[src/rtl/compressor_signature.sv]
// compressor_signature
//   Compacts the compressor's parallel result bits into a multiple-input
//   signature register (MISR). After an accepted start it ignores SKIP cycles
//   while the harness input shift register fills. It then folds COUNT result
//   words into the signature and holds the result for readout.
//
// Ports
//   clk        in   1      clock, all state on posedge
//   rst_n      in   1      asynchronous active-low reset
//   start      in   1      one-cycle run request (ignored while busy)
//   din        in   WIDTH  compressor result word {dst16..dst0}
//   busy       out  1      high while skipping or compacting
//   done       out  1      high once a run completes, until the next start
//   signature  out  WIDTH  MISR contents; final value valid while done=1
//   ser_data   out  1      serial signature bit, MSB first      (SIG_SERIAL_OUT_EN)
//   ser_valid  out  1      ser_data valid                       (SIG_SERIAL_OUT_EN)
//   ser_ready  in   1      consumer accepts ser_data            (SIG_SERIAL_OUT_EN)
//
// Build option
//   SIG_SERIAL_OUT_EN : adds a serial readout shifter loaded on entry to DONE.
module compressor_signature #(
  parameter int unsigned       WIDTH = 17,
  parameter int unsigned       SKIP  = 13,
  parameter int unsigned       COUNT = 256,
  parameter logic [WIDTH-1:0]  POLY  = 17'h00009,
  parameter logic [WIDTH-1:0]  SEED  = 17'h00001
) (
  input  logic             clk,
  input  logic             rst_n,
  input  logic             start,
  input  logic [WIDTH-1:0] din,
  output logic             busy,
  output logic             done,
  output logic [WIDTH-1:0] signature
`ifdef SIG_SERIAL_OUT_EN
  ,
  output logic             ser_data,
  output logic             ser_valid,
  input  logic             ser_ready
`endif
);

  localparam int unsigned MAXC = (SKIP > COUNT) ? SKIP : COUNT;
  localparam int unsigned CW   = $clog2(MAXC) + 1;
  localparam logic [CW-1:0] SKIP_LD = CW'((SKIP == 0) ? 0 : SKIP - 1);
  localparam logic [CW-1:0] RUN_LD  = CW'(COUNT - 1);

  typedef enum logic [1:0] {
    S_IDLE,
    S_SKIP,
    S_RUN,
    S_DONE
  } state_t;

  state_t           state_q, state_d;
  logic [CW-1:0]    cnt_q, cnt_d;
  logic [WIDTH-1:0] sig_q, sig_d;
  logic             start_acc;

  assign start_acc = start && (state_q == S_IDLE || state_q == S_DONE);

  // State and datapath registers
  always_ff @(posedge clk or negedge rst_n) begin
    if (!rst_n) begin
      state_q <= S_IDLE;
      cnt_q   <= '0;
      sig_q   <= SEED;
    end else begin
      state_q <= state_d;
      cnt_q   <= cnt_d;
      sig_q   <= sig_d;
    end
  end

  // Next-state and MISR step
  always_comb begin
    state_d = state_q;
    cnt_d   = cnt_q;
    sig_d   = sig_q;
    unique case (state_q)
      S_IDLE, S_DONE: begin
        if (start_acc) begin
          sig_d = SEED;
          if (SKIP == 0) begin
            state_d = S_RUN;
            cnt_d   = RUN_LD;
          end else begin
            state_d = S_SKIP;
            cnt_d   = SKIP_LD;
          end
        end
      end
      S_SKIP: begin
        if (cnt_q == '0) begin
          state_d = S_RUN;
          cnt_d   = RUN_LD;
        end else begin
          cnt_d = cnt_q - CW'(1);
        end
      end
      S_RUN: begin
        sig_d = {sig_q[WIDTH-2:0], 1'b0} ^ (sig_q[WIDTH-1] ? POLY : '0) ^ din;
        if (cnt_q == '0) begin
          state_d = S_DONE;
        end else begin
          cnt_d = cnt_q - CW'(1);
        end
      end
      default: state_d = S_IDLE;
    endcase
  end

  // Outputs
  always_comb begin
    busy      = (state_q == S_SKIP) || (state_q == S_RUN);
    done      = (state_q == S_DONE);
    signature = sig_q;
  end

`ifdef SIG_SERIAL_OUT_EN
  localparam int unsigned SW = $clog2(WIDTH + 1);

  logic [WIDTH-1:0] shift_q;
  logic [SW-1:0]    rem_q;
  logic             sval_q;

  // Loads on the RUN->DONE edge using sig_d, so the first bit is presented
  // in the same cycle done rises.
  always_ff @(posedge clk or negedge rst_n) begin
    if (!rst_n) begin
      shift_q <= '0;
      rem_q   <= '0;
      sval_q  <= 1'b0;
    end else if (start_acc) begin
      sval_q  <= 1'b0;
      rem_q   <= '0;
    end else if (state_q == S_RUN && state_d == S_DONE) begin
      shift_q <= sig_d;
      rem_q   <= SW'(WIDTH);
      sval_q  <= 1'b1;
    end else if (sval_q && ser_ready) begin
      shift_q <= {shift_q[WIDTH-2:0], 1'b0};
      rem_q   <= rem_q - SW'(1);
      if (rem_q == SW'(1)) begin
        sval_q <= 1'b0;
      end
    end
  end

  always_comb begin
    ser_data  = shift_q[WIDTH-1];
    ser_valid = sval_q;
  end
`endif

endmodule

[config.mk]
export PLATFORM = sky130hd
export DESIGN_NAME = compressor_signature
export DESIGN_NICKNAME = d
export VERILOG_FILES = /design/src/rtl/compressor_signature.sv
export SDC_FILE = /design/constraint.sdc
export NUM_CORES = 1
export LEC_CHECK = 0
export BUFFER_PORTS_ARGS = -buffer_cell sky130_fd_sc_hd__buf_2
export CORE_UTILIZATION = 47
export DETAILED_ROUTE_END_ITERATION = 12
export PLACE_DENSITY = 0.75
export SYNTH_ARGS = -nofsm -noshare
export SYNTH_HDL_FRONTEND = slang
export SYNTH_SLANG_ARGS = --single-unit
[constraint.sdc]
create_clock -name clk -period 1.7 [get_ports clk]
set_input_delay 0.17 -clock clk [delete_from_list [all_inputs] [get_ports clk]]
set_output_delay 0.17 -clock clk [all_outputs]
set_load 0.05 [all_outputs]
==> run metrics <==
status finished clean; clock sinks 28; die height 58.5 um; GPL Wtd Cong 0.834; most frequent cells in the layout buf_2, dfrtp_1, o21ai_0; CP top delay family flip-flops; drt wl/cell 12.8 um; FF-to-FF path depth 6; H-tree levels 1; Inst Count DP 233; FF+latch count, synth 28; PwrDens 569 nW/um^2; CP max FO 6; final WL 3040 um; mapped cell area 1500 sq um; Seq/Total Area, Yosys 46.9%; share of the synthesized area in the top cell type 45.1%; DP Wirelength 2260 um; main combinational cell family by area after synthesis compound AO/OA/AOI/OAI gates; worst hold path class input pin to flip-flop; commonest non-fill, non-tap cell in the layout buf_2; Worst R2R Start cnt_q[0]; drt pass-1 iters 4; min Tclk post-route 1.65 ns; syn nets 174; period utilization 97.3%; pins over their slew limit 0; WHS Endpoint signature[5]; Ant. Diodes 0; Critical Path Max Stage Delay 0.45 ns; Synth Flop Type dfrtp_1; die extent in x 58.5 um; nets@finish 220; max-capacitance violation count 0; CORE AREA 3030 sq um; synthesized-area fraction occupied by adder cells 4.18%; Non-Filler Instances 238; WP data arrival 1.89 ns; WHS Path Cells 3; unrepaired setup endpoints after global routing yes; Syn Area/Cell 10.1 sq um; leading area contributor after synthesis dfrtp_1; worst clock skew 0.00247 ns; Compound-Gate Fraction of Synth Area 18.0%; Total Routing Usage GR 19.6%; share of post-route cells with drive strength above 1 29.9%; Rel. slew slack 58.8%; vias in the first global route 1152; R2R Setup Slk 0.05 ns; worst path cell trace inv_1, ha_2, nor4b_4, a31oi_1, buf_4, a22o_1; CP Launch Type flip-flop; I/O Buffers 38; DRT antenna net count 0; Inserted Clock Buffers 3; Final Hold Viols 0; Post-synth EDFFs 0; DR DRC count 0; insertion delay to the later sink of the worst-skew pair 0.33 ns; Cell variety after synth 34; Pwr Total 1050 uW; initial antenna violation count 0; Worst EP required 1.94 ns; Synth Area in Simple Gates 15.8%; critical path class flip-flop to flip-flop; GRT overflow 0; actual transition at the worst max-transition pin 0.617 ns; TritonCTS clock tree done; post-synthesis mux area share 1.59%; I/O pins 39; area grow syn2layout 23.2%; Initial Util 49.5%; Die ar. 3420 sq um; peak supply drop 0.327 mV; first-pass GRT wire length 5060 um; largest net degree at the start of global routing 29; Worst Hold Launch din[5]; Yosys warnings 0; DR vias 1251; critical path's slowest cell dfrtp_1; XOR/XNOR share of the synthesized area 10.5%; LEAKAGE 0.000892 uW; Clock Tree Root clkbuf_4; top area cells in the synthesized netlist dfrtp_1, xnor2_1, o21ai_0; Max Freq 605 MHz; # rows 20; cells after synthesis 149; reg2reg end cnt_q[1]; Clock Pin Slew Worst Setup and Hold Paths 0.14 ns; CP Buf/Inv Count 2; async set-or-reset flop fraction in the synthesized netlist 100%; Final setup viols 0; clk buf depth 2; post-DR vias/cell 5.26; iteration-0 DRC count of the detailed router 38; CP Capture Type flip-flop
==> how the worst max path moves through the flow <==
| stage | from | end | depth (start not counted) |
|---|---|---|---|
| final | cnt_q[0] | cnt_q[1] | 6 |
| after global routing | cnt_q[0] | state_q[1] | 6 |
| after CTS | cnt_q[0] | cnt_q[3] | 6 |
| after detailed placement | state_q[1] | cnt_q[6] | 6 |
| after global placement | state_q[1] | cnt_q[2] | 5 |
| after floorplan | state_q[0] | cnt_q[6] | 7 |
==> cell type report <==
cell class	count	area (sq um)
clock buffer	4	36.3
fill	264	1180
inverter	7	26.3
multi-input combinational	111	773
sequential	28	702
tap	44	55.1
timing repair buffer	44	253
==> state kept, by name (all words and copies together), names as in the netlist <==
| register | cells |
|---|---|
| cnt_q | 9 |
| signature | 17 |
| state_q | 2 |
==> per-layer routing <==
layer / track usage [%] / up-vias / routed length (um)
met2: 33.7 / 53 / 1460
met3: 2.64 / 5 / 182
li1: - / 602 / -
met4: 8.16 / 0 / 48
met5: 0 / - / 0
met1: 25.0 / 591 / 1350
==> power by group <==
group	internal (uW)	switching, uW
Combinational	30.2	28.4
Sequential	666	0
Clock	131	193
Total	828	222
==> synthesized netlist by cell type, drive strengths merged (2+ instances only) <==
master and number:
a21oi 5, a22o 5, inv 7, a31oi 3, ha 5, dfrtp 27
buf 2, nand2b 3, nor2b 2, nor3 4, nor2 4, o21ai 26
or3 2, nand3 3, mux2i 2, xnor2 16, xor2 2, nand2 21
==> per-stage QoR <==
step / util (%) / hold WS, ns / setup TNS (ns) / area, sq um / setup WS, ns
2_1_floorplan: - / -0.126 / 0 / 1500 / 0.0491
3_3_place_gp: 58.6 / 0.210 / 0 / 1770 / 0.116
3_5_place_dp: 58.6 / 0.218 / 0 / 1770 / 0.0617
4_1_cts: 60.2 / 0.109 / 0 / 1820 / 0.0363
5_1_grt: 61.0 / 0.106 / -0.0679 / 1850 / -0.0401
6_report: 61.0 / 0.113 / 0 / 1850 / 0.0459
==> logic make-up (layout without fill, tap and decap cells) <==
family                   count (synthesis)  after routing
AO/OA/AOI/OAI                           44             44
AND/OR/NAND/NOR                         42             42
flip-flops                              28             28
XOR/XNOR                                18             18
buffers and inverters                   10             55
adder cells (fa/ha/maj)                  5              5
multiplexers                             2              2
==> what timing repair did <==
| action | 4_1_cts | 5_1_grt |
|---|---|---|
| gates resized for setup | 2 | 3 |
| hold endpoints to repair | 27 | 0 |
| hold buffers | 1 | 0 |
| pin swaps | 0 | 4 |
| setup endpoints to repair | 1 | 2 |
| buffers inserted | 0 | 0 |
==> worst register-to-register path, cell delays in order, from the launching register on <==
cell and delay (ns):
dfrtp_1 0.45, inv_1 0.08, ha_2 0.17, nor4b_4 0.34
a31oi_1 0.14, buf_4 0.17, a22o_1 0.20
No activity file was read; power rests on OpenSTA's default activity.
